File: src/rtl/dmem_pkg.sv
// Shared types and lane helpers for the data-memory controller (dmem_ctrl).
package dmem_pkg;

    typedef enum logic [1:0] {
        BYTE = 2'b00,
        HALF = 2'b01,
        WORD = 2'b10
    } mem_size_t;

    typedef enum logic [2:0] {
        IDLE,
        RD_ISSUE,
        RD_WAIT,
        WR_ISSUE,
        RESP
    } dmem_state_t;

    // The reserved size code 2'b11 falls into the word arm of every helper.
    function automatic logic [3:0] be_gen(input logic [1:0] size, input logic [1:0] addr_lo);
        case (size)
            BYTE:    be_gen = 4'b0001 << addr_lo;
            HALF:    be_gen = addr_lo[1] ? 4'b1100 : 4'b0011;
            default: be_gen = 4'b1111;
        endcase
    endfunction

    function automatic logic [31:0] load_extract(input logic [31:0] word, input logic [1:0] size,
                                                 input logic [1:0] addr_lo, input logic uns);
        logic [7:0]  b;
        logic [15:0] h;
        b = word[{addr_lo, 3'b000} +: 8];
        h = addr_lo[1] ? word[31:16] : word[15:0];
        case (size)
            BYTE:    load_extract = {{24{~uns & b[7]}}, b};
            HALF:    load_extract = {{16{~uns & h[15]}}, h};
            default: load_extract = word;
        endcase
    endfunction

    function automatic logic is_misaligned(input logic [1:0] size, input logic [1:0] addr_lo);
        case (size)
            BYTE:    is_misaligned = 1'b0;
            HALF:    is_misaligned = addr_lo[0];
            default: is_misaligned = (addr_lo != 2'b00);
        endcase
    endfunction

endpackage

File: src/rtl/dmem_lane_align.sv
// Combinational lane steering: byte enables, replicated write lanes and extended load data.
module dmem_lane_align import dmem_pkg::*; (
    input  logic [1:0]  size,
    input  logic [1:0]  addr_lo,
    input  logic        uns,
    input  logic [31:0] wdata,
    input  logic [31:0] rword,
    output logic [3:0]  be,
    output logic [31:0] wdata_lanes,
    output logic [31:0] rdata_ext
);

    assign be        = be_gen(size, addr_lo);
    assign rdata_ext = load_extract(rword, size, addr_lo, uns);

    always_comb begin
        case (size)
            BYTE:    wdata_lanes = {4{wdata[7:0]}};
            HALF:    wdata_lanes = {2{wdata[15:0]}};
            default: wdata_lanes = wdata;
        endcase
    end

endmodule

File: src/rtl/dmem_ctrl.sv
// EX/MEM data-memory responder driving a synchronous single-port SRAM.
// Optional misaligned-access trap compiled in with DMEM_MISALIGN_TRAP_EN.
module dmem_ctrl import dmem_pkg::*; #(
    parameter int ADDR_W   = 32,
    parameter int DATA_W   = 32,
    parameter int READ_LAT = 1
) (
    input  logic              clk,
    input  logic              rst_n,
    input  logic              memread_ex_mem,
    input  logic              memwrite_ex_mem,
    input  logic [ADDR_W-1:0] addr_ex_mem,
    input  logic [DATA_W-1:0] wdata_ex_mem,
    input  logic [1:0]        size_ex_mem,
    input  logic              unsigned_ex_mem,
    output logic              mem_busy,
    output logic              rvalid,
    output logic [DATA_W-1:0] rdata,
    output logic [ADDR_W-3:0] sram_addr,
    output logic              sram_re,
    output logic              sram_we,
    output logic [3:0]        sram_be,
    output logic [DATA_W-1:0] sram_wdata,
    input  logic [DATA_W-1:0] sram_rdata,
    output logic              misalign_err
);

    // Handshake: a request is taken on any rising edge where mem_busy is low and
    // memread/memwrite is high; the pipeline holds it until mem_busy drops.
    // rvalid is a single-cycle response with no back-pressure.
    localparam logic [1:0] LAT_INIT = 2'(READ_LAT - 1);

    dmem_state_t       state;
    logic [1:0]        lat_cnt;
    logic [1:0]        size_q, addr_lo_q;
    logic              uns_q, swap_q, err_q;
    logic [DATA_W-1:0] wdata_q, old_q;

    logic [1:0]        al_size, al_addr_lo;
    logic              al_uns;
    logic [DATA_W-1:0] al_wdata, al_wdata_lanes, al_rdata_ext;
    logic [3:0]        al_be;

    // A store leaves IDLE with its strobes already registered, so the aligner
    // sees the live request in IDLE and the captured one afterwards.
    always_comb begin
        if (state == IDLE) begin
            al_size    = size_ex_mem;
            al_addr_lo = addr_ex_mem[1:0];
            al_uns     = unsigned_ex_mem;
            al_wdata   = wdata_ex_mem;
        end else begin
            al_size    = size_q;
            al_addr_lo = addr_lo_q;
            al_uns     = uns_q;
            al_wdata   = wdata_q;
        end
    end

    dmem_lane_align u_align (
        .size        (al_size),
        .addr_lo     (al_addr_lo),
        .uns         (al_uns),
        .wdata       (al_wdata),
        .rword       (sram_rdata),
        .be          (al_be),
        .wdata_lanes (al_wdata_lanes),
        .rdata_ext   (al_rdata_ext)
    );

`ifdef DMEM_MISALIGN_TRAP_EN
    logic misalign_req;
    assign misalign_req = is_misaligned(size_ex_mem, addr_ex_mem[1:0]);
`endif

    assign misalign_err = err_q;

    always_ff @(posedge clk) begin
        if (!rst_n) begin
            state      <= IDLE;
            lat_cnt    <= '0;
            size_q     <= '0;
            addr_lo_q  <= '0;
            uns_q      <= 1'b0;
            swap_q     <= 1'b0;
            err_q      <= 1'b0;
            wdata_q    <= '0;
            old_q      <= '0;
            mem_busy   <= 1'b0;
            rvalid     <= 1'b0;
            rdata      <= '0;
            sram_addr  <= '0;
            sram_re    <= 1'b0;
            sram_we    <= 1'b0;
            sram_be    <= '0;
            sram_wdata <= '0;
        end else begin
            sram_re    <= 1'b0;
            sram_we    <= 1'b0;
            sram_be    <= '0;
            sram_wdata <= '0;
            rvalid     <= 1'b0;
            err_q      <= 1'b0;
            case (state)
                IDLE: begin
                    if (memread_ex_mem || memwrite_ex_mem) begin
                        size_q    <= size_ex_mem;
                        addr_lo_q <= addr_ex_mem[1:0];
                        uns_q     <= unsigned_ex_mem;
                        wdata_q   <= wdata_ex_mem;
                        swap_q    <= memread_ex_mem & memwrite_ex_mem;
                        sram_addr <= addr_ex_mem[ADDR_W-1:2];
                        mem_busy  <= 1'b1;
`ifdef DMEM_MISALIGN_TRAP_EN
                        if (misalign_req) begin
                            state  <= RESP;
                            rvalid <= 1'b1;
                            rdata  <= '0;
                            err_q  <= 1'b1;
                        end else
`endif
                        if (memread_ex_mem) begin
                            state   <= RD_ISSUE;
                            sram_re <= 1'b1;
                        end else begin
                            state      <= WR_ISSUE;
                            sram_we    <= 1'b1;
                            sram_be    <= al_be;
                            sram_wdata <= al_wdata_lanes;
                        end
                    end
                end
                RD_ISSUE: begin
                    lat_cnt <= LAT_INIT;
                    state   <= RD_WAIT;
                end
                RD_WAIT: begin
                    if (lat_cnt == 2'd0) begin
                        if (swap_q) begin
                            old_q      <= al_rdata_ext;
                            state      <= WR_ISSUE;
                            sram_we    <= 1'b1;
                            sram_be    <= al_be;
                            sram_wdata <= al_wdata_lanes;
                        end else begin
                            state  <= RESP;
                            rvalid <= 1'b1;
                            rdata  <= al_rdata_ext;
                        end
                    end else begin
                        lat_cnt <= lat_cnt - 2'd1;
                    end
                end
                WR_ISSUE: begin
                    state  <= RESP;
                    rvalid <= 1'b1;
                    rdata  <= swap_q ? old_q : '0;
                end
                RESP: begin
                    state    <= IDLE;
                    mem_busy <= 1'b0;
                end
                default: state <= IDLE;
            endcase
        end
    end

endmodule
File: config.mk
export PLATFORM = sky130hd
export DESIGN_NAME = dmem_ctrl
export DESIGN_NICKNAME = d
export VERILOG_FILES = /design/src/rtl/dmem_pkg.sv /design/src/rtl/dmem_lane_align.sv /design/src/rtl/dmem_ctrl.sv
export SDC_FILE = /design/constraint.sdc
export NUM_CORES = 1
export LEC_CHECK = 0
export CORE_MARGIN = 2
export CORE_UTILIZATION = 30
export CTS_CLUSTER_DIAMETER = 60
export DETAILED_ROUTE_END_ITERATION = 10
export MAX_ROUTING_LAYER = met4
export SLEW_MARGIN = 10
export SYNTH_ARGS = -nofsm -noshare
export SYNTH_HDL_FRONTEND = slang
export SYNTH_SLANG_ARGS = --single-unit
File: constraint.sdc
create_clock -name clk -period 2.2 [get_ports clk]
set_input_delay 0.44 -clock clk [delete_from_list [all_inputs] [get_ports clk]]
set_output_delay 0.44 -clock clk [all_outputs]
set_load 0.05 [all_outputs]
==> summary.md, run 1 <==
| Metric | Value |
|---|---|
| Ys flop type | dfxtp_1 |
| Synthesized area | about 8000 sq um |
| Critical-path maximum fanout | 6 |
| Area leader, netlist | dfxtp_1 |
| YS warnings | 0 |
| Clk slew on worst S/H paths | about 80 ps |
| DR iter-0 viols | 691 |
| Highest Signal Layer | met4 |
| R2R cell count | 10 |
| H-tree depth | 4 |
| Post-Syn Nets | 1078 |
| Slew Limit Fails | 0 |
| Cell Rows | 59 |
| Inserted Clock Buffers | 17 |
| Max Freq | about 430 MHz |
| Met3 WL | between 1500 and 2000 microns |
| IO buf count | 204 |
| DRC | 0 |
| Largest family of logic cells by synthesized area | compound AO/OA/AOI/OAI gates |
| Initial antenna violation count | 2 |
| Crit end category | register |
| Max stage delay on crit path | 560 ps |
| Vias in the first global route | a little under 8000 |
| Min Tclk post-route | 2330 ps |
| Post-synthesis sequential area ratio | approximately 45% |
| Worst slack, placed | -714 ps |
| Post-Synth XOR/XNOR Area | 0% |
| Global-route wire length before repair | between 40000 and 50000 microns |
| Worst min path class | reg2reg |
| CP Launch Type | register |
| #FFs+latches synth | between 150 and 200 |
| DIE WIDTH | between 150 and 200 microns |
| HPWL after detailed placement | between 15000 and 20000 microns |
| Leakage Power | roughly 4.4 nW |
| Placed instance area | ~11000 sq um |
| Mux cell area share after synthesis | between 3 and 4% |
| Core box area | ~26000 sq um |
| Post-synth EDFFs | 0 |
| CP dominant cell by count | buf_6 |
| ANT nets after route | 0 |
| Synthesis-to-layout area growth | 50.3% |
| # Max-Cap Violations | 0 |
| Post-CTS Hold Buffers | 0 |
| Initial core utilization | a little under a third |
| Synth Area in Simple Gates | between 10% and 20% |
| Maximum vdd drop | ~470 uV |
| Final WL | between 20000 and 30000 microns |
| Skew final | 17.9 ps |
| Final std cell area, no fill | between 10000 and 15000 sq um |
| Via count | just over 8000 |
| Hold path depth | 2 |
| GPL Wtd Cong | 0.859 |
| Layout cells sized above 1 | between 10% and 20% |
| Crit path cell chain | or4b_4 > buf_6 > a21bo_4 > a32oi_4 > buf_6 > buf_6 > nor2b_4 > a21boi_4 > clkbuf_16 > a21oi_2 |
| Crit Path Class | reg2reg |
| I/O pins | a little over 200 |
| Failing checks | setup timing |
| Global route total overflow | 0 |
| CP Data Required Time | around 2600 ps |
| Die height | 167 microns |
| Non-filler cells, final | 1580 |
| Worst setup slack after layout | -128 ps |
| Worst-Margin Slew | slightly below 700 ps |
| DIE AREA | ~28000 sq um |
| Synth cell types | between 60 and 70 |
| Bufs on Longest Clock Path | 2 |
| Top cells by area, synth | dfxtp_1, nand2_1, a21oi_1 |
| Top cells by count, synth | nand2_1, dfxtp_1, a21oi_1, clkbuf_1, nor2_1 |
| Fin crit share | 106% |
| Post-synthesis cell count | between 900 and 1000 |
| Met2 WL post-DR | approximately 14000 microns |
| CTS tree | built |
| DRT Pass-1 Iters | 5 |
| Hold slack final | roughly 450 ps |
| Synth Area in Compound Gates | roughly 28% |
| Post-Syn Area per Cell | just over 8 sq um |
| WL met1 | about 12000 microns |
| Final Setup Violations | 44 |
| Fin. Hold Viols | 0 |
| Largest net degree at the start of global routing | 45 |
| Status | finished with violations |
| Fillers | approximately 2500 |
| FFs w/ async S/R, synth | 0% |
| Slew margin rel. | a little over half |
| Post-Synth Adder-Cell Area | 0.158% |
| Clk Tree Root Cell | clkbuf_16 |
| NumNets Final | ~1300 |
| CP max stage cell | or4b_4 |
| Pwr Total | 0.0112 W |
| RSZ-0062 raised after global routing | true |
| P per Cell Area | around 940 nW/um^2 |
| WL/cell | roughly 18 microns |
| Total clock sinks | ~180 |
| Top-count cell post-synth | nand2_1 |
| DP Cell Count | roughly 1500 |
| Post-synth top area share | approximately 45% |
| Critical Path AT | approximately 2700 ps |
| Vias/cell | between 5 and 6 |
| Insertion delay to the later sink of the worst-skew pair | roughly 440 ps |
| Gr usage total | approximately a fifth |
layout by cell type, fill, tap and decap left out, types with 11 or more instances in the layout:
cell / netlist / final
nand2_1: 235 / 235
clkdlybuf4s50_1: 0 / 203
dfxtp_1: 177 / 174
a21oi_1: 157 / 138
buf_4: 2 / 94
nor2_1: 54 / 52
o21ai_0: 29 / 29
a211oi_1: 28 / 26
a21oi_2: 7 / 25
clkbuf_16: 0 / 18
mux2i_1: 17 / 16
or3_1: 16 / 16
a22oi_1: 16 / 14
o31ai_1: 12 / 12
o22ai_1: 11 / 11
report_power, final:
group | internal [W] | total [W] | switching, W
logic | 0.00171 | 0.00433 | 0.00262
clock network | 0.00163 | 0.00313 | 0.00150
registers | 0.00352 | 0.00371 | 0.000194
layout make-up:
class / count / area (sq um) / share of cell area [%]
antenna: 2 / 5.00 / 0.0420
clock buffer: 18 / 429 / 3.60
clock inverter: 14 / 170 / 1.43
inverter: 10 / 37.5 / 0.315
multi-input combinational: 708 / 4260 / 35.8
sequential: 177 / 3550 / 29.8
tap: 335 / 419 / 3.52
timing repair buffer: 316 / 3030 / 25.5
critical path, delay by kind of cell, from the launching register on:
family          cells  cell delay [ps]
simple gates        2              590
buf+inv             4              580
flops               1              370
compound gates      4              730
registers in the layout, summed over array words and instances, names as in the netlist, 2 cells and up:
register    flops
sram_addr      30
sram_wdata     32
lat_cnt         2
rdata          32
state           3
sram_be         4
size_q          2
addr_lo_q       2
wdata_q        32
old_q          32
metal layers:
| metal | up-vias | track usage, % |
|---|---|---|
| li1 | 3971 | - |
| met1 | 3956 | 26.5 |
| met2 | 292 | 31.1 |
| met3 | 52 | 4.52 |
| met4 | 0 | 7.76 |
| met5 | - | - |
cells by family (layout without fill, tap and decap cells):
kind of cell,Yosys count,after routing
buf+inv,90,358
fa+ha+maj,1,1
simple gates,350,350
other cells,1,3
compound gates,333,334
flops,177,177
mux,22,22
per-stage QoR:
step	TNS, ps	util, %
after floorplan	0	-
after CTS	-3090	44.5
after global placement	-34530	41.7
after global routing	-5860	45.8
final	-3240	45.8
after detailed placement	-37600	41.7
path summary, 6_finish.rpt:
path,from,end,slack [ps]
worst max-delay path,state[2],old_q[20],-130
worst min-delay path,wdata_q[3],wdata_q[3],450
worst max register to register,state[2],old_q[20],-130
worst min register to register,wdata_q[3],wdata_q[3],450
what timing repair did:
action / CTS / global route
setup endpoints to repair: 55 / 64
cloned: 1 / 2
resized for setup: 15 / 53
buffers inserted: 7 / 6
pin swaps: 4 / 24
Power figures use the tool's default switching activity.
==> run 2: changes to the inputs <==
==> constraint.sdc (replaced) <==
create_clock -name clk -period 2.2 [get_ports clk]
set_input_delay 0.22 -clock clk [delete_from_list [all_inputs] [get_ports clk]]
set_output_delay 0.22 -clock clk [all_outputs]
set_load 0.05 [all_outputs]
==> run 2 against run 1 <==
The flow still finishes with violations (setup timing). Count of clock-buffer cells in the layout is the same. Cell count fell by 1.1%. Critical endpoint is now rdata[26]. Clock power up 3%. Core utilization shrank 0.67 points. Critical path depth fell by 1. Critical path type unchanged.
==> summary.md, run 2 (synthesized netlist as in run 1, its figures left out) <==
| Metric | Value |
|---|---|
| Status | finished with violations (unchanged) |
| Failing checks | setup timing (unchanged) |
| Initial antenna violation count | 1 (was 2) |
| P per Cell Area | 965 nW/um^2 (was 938 nW/um^2) |
| Gr usage total | 20.2% (was 20.4%) |
| Cell Rows | 59 (unchanged) |
| Worst-Margin Slew | 867 ps (was 690 ps) |
| NumNets Final | 1319 (was 1334) |
| Critical-path maximum fanout | 6 (unchanged) |
| GR Util met3 | 4.47% (was 4.52%) |
| DIE WIDTH | 167 microns (unchanged) |
| Max Freq | 430 MHz (about the same) |
| Global-route wire length before repair | 43400 microns (was 44100 microns) |
| Clk slew on worst S/H paths | 70 ps (was 80 ps) |
| CTS tree | built (unchanged) |
| DRT Pass-1 Iters | 5 (unchanged) |
| CP Data Required Time | 2520 ps (was 2580 ps) |
| Met2 Usage GRT | 31.6% (was 31.1%) |
| Largest net degree at the start of global routing | 46 (was 45) |
| RSZ-0062 raised after global routing | true (unchanged) |
| Post-CTS Hold Buffers | 0 (unchanged) |
| Met1 usage in global routing | 25.9% (was 26.5%) |
| ANT nets after route | 0 (unchanged) |
| Sum of negative setup slack | -2200 ps (was -3240 ps) |
| Leakage Power | 4.40 nW (was 4.44 nW) |
| Initial core utilization | 30.5% (unchanged) |
| Skew final | 11.4 ps (was 17.9 ps) |
| Total clock sinks | 177 (unchanged) |
| Crit path cell chain | or4b_4 > buf_6 > nand3_1 > a32oi_2 > a311o_2 > buf_6 > buf_16 > a21oi_2 > o31ai_1 (was or4b_4 > buf_6 > a21bo_4 > a32oi_4 > buf_6 > buf_6 > nor2b_4 > a21boi_4 > clkbuf_16 > a21oi_2) |
| Final Setup Violations | 30 (was 44) |
| Insertion delay to the later sink of the worst-skew pair | 430 ps (was 440 ps) |
| Critical Path AT | 2650 ps (was 2710 ps) |
| Pwr Total | 0.0113 W (was 0.0112 W) |
| Via count | 8134 (was 8271) |
| # Max-Cap Violations | 0 (unchanged) |
| Most common cell after layout, fill and taps aside | nand2_1 (unchanged) |
| Clk Tree Root Cell | clkbuf_16 (unchanged) |
| Layout cells sized above 1 | 16.4% (was 18.3%) |
| Area of the multi-input gates | 4130 sq um (was 4260 sq um) |
| Vias/cell | 5.20 (was 5.23) |
| Worst min path class | in2reg (was reg2reg) |
| DR iter-0 viols | 680 (was 691) |
| Vias in the first global route | 7775 (was 7927) |
| Fin. Hold Viols | 0 (unchanged) |
| CP dominant cell by count | buf_6 (unchanged) |
| Gr busiest metal | met2 (unchanged) |
| Final design utilization | 45.2% (was 45.8%) |
| Global route total overflow | 0 (unchanged) |
| Non-filler cells, final | 1563 (was 1580) |
| Fin crit share | 106% (about the same) |
| Synthesis-to-layout area growth | 48.1% (was 50.3%) |
| Final WL | 28200 microns (was 28600 microns) |
| CP max stage cell | or4b_4 (unchanged) |
| HPWL after detailed placement | 19200 microns (was 19500 microns) |
| DRC | 0 (unchanged) |
| Inserted Clock Buffers | 17 (unchanged) |
| Crit Path Class | reg2reg (unchanged) |
| WL/cell | 18.0 microns (was 18.1 microns) |
| Bufs on Longest Clock Path | 2 (unchanged) |
| Reg area | 3550 sq um (about the same) |
| Crit end category | register (unchanged) |
| I/O pins | 206 (unchanged) |
| Most frequent cells in the layout | nand2_1, clkdlybuf4s50_1, dfxtp_1, a21oi_1, buf_4 (unchanged) |
| Max stage delay on crit path | 560 ps (about the same) |
| DIE AREA | 27700 sq um (unchanged) |
| Hold path depth | 3 (was 2) |
| Min Tclk post-route | 2330 ps (about the same) |
| H-tree depth | 4 (unchanged) |
| DP Cell Count | 1520 (was 1531) |
| Slew Limit Fails | 0 (unchanged) |
| Fillers | 2536 (was 2548) |
| Slew margin rel. | 42.1% (was 53.6%) |
| Core box area | 26000 sq um (unchanged) |
| Maximum vdd drop | 529 uV (was 475 uV) |
| IO buf count | 204 (unchanged) |
| GPL Wtd Cong | 0.874 (was 0.859) |
| Worst setup slack after layout | -126 ps (was -128 ps) |
| CP Launch Type | register (unchanged) |
| Die height | 167 microns (unchanged) |
| R2R cell count | 9 (was 10) |
-- run 2: cell type report --
class | instances | share of cell area, %
antenna | 1 | 0.0213
clock buffer | 18 | 3.74
clock inverter | 13 | 1.49
inverter | 10 | 0.320
multi-input combinational | 707 | 35.2
sequential | 177 | 30.2
tap | 335 | 3.57
timing repair buffer | 302 | 25.4
-- run 2: worst paths after layout --
check	startpoint	to	slack [ps]
min reg2reg	sram_addr[8]	sram_addr[8]	450
max reg2reg	state[1]	rdata[26]	-130
max	state[1]	rdata[26]	-130
min	addr_ex_mem[10]	sram_addr[8]	330
-- run 2: where the power goes --
part | switching (W) | leakage (nW) | internal (W)
clock | 0.00137 | 0.300 | 0.00184
sequential | 0.000192 | 1.44 | 0.00352
combinational | 0.00262 | 2.66 | 0.00178
-- run 2: layer usage --
layer / routed length (microns) / vias up
met5: 0 / -
li1: - / 3925
met4: 606 / 0
met2: 13400 / 318
met3: 1960 / 36
met1: 12200 / 3855
-- run 2: critical path, delay by kind of cell, from the launching register on --
kind	cells	cell delay [ps]
DFF	1	350
AOI/OAI and AO/OA	4	770
and+or+nand+nor	2	670
buffers and inverters	3	430
-- run 2: timing repair --
| action | CTS | global route |
|---|---|---|
| gates resized for setup | 35 | 14 |
| gates cloned | 2 | 1 |
| setup buffers | 8 | 0 |
| hold endpoints to repair | 0 | 0 |
| pin swaps | 7 | 4 |
| endpoints found under the setup margin | 65 | 51 |
-- run 2: stage by stage --
stage	instance area [sq um]	hold WS, ps	setup slack [ps]
after global placement	10800	437	-426
after detailed placement	10800	444	-467
after global routing	11700	331	-202
after CTS	11700	310	-85.5
after floorplan	7940	354	1.81
final	11700	328	-126
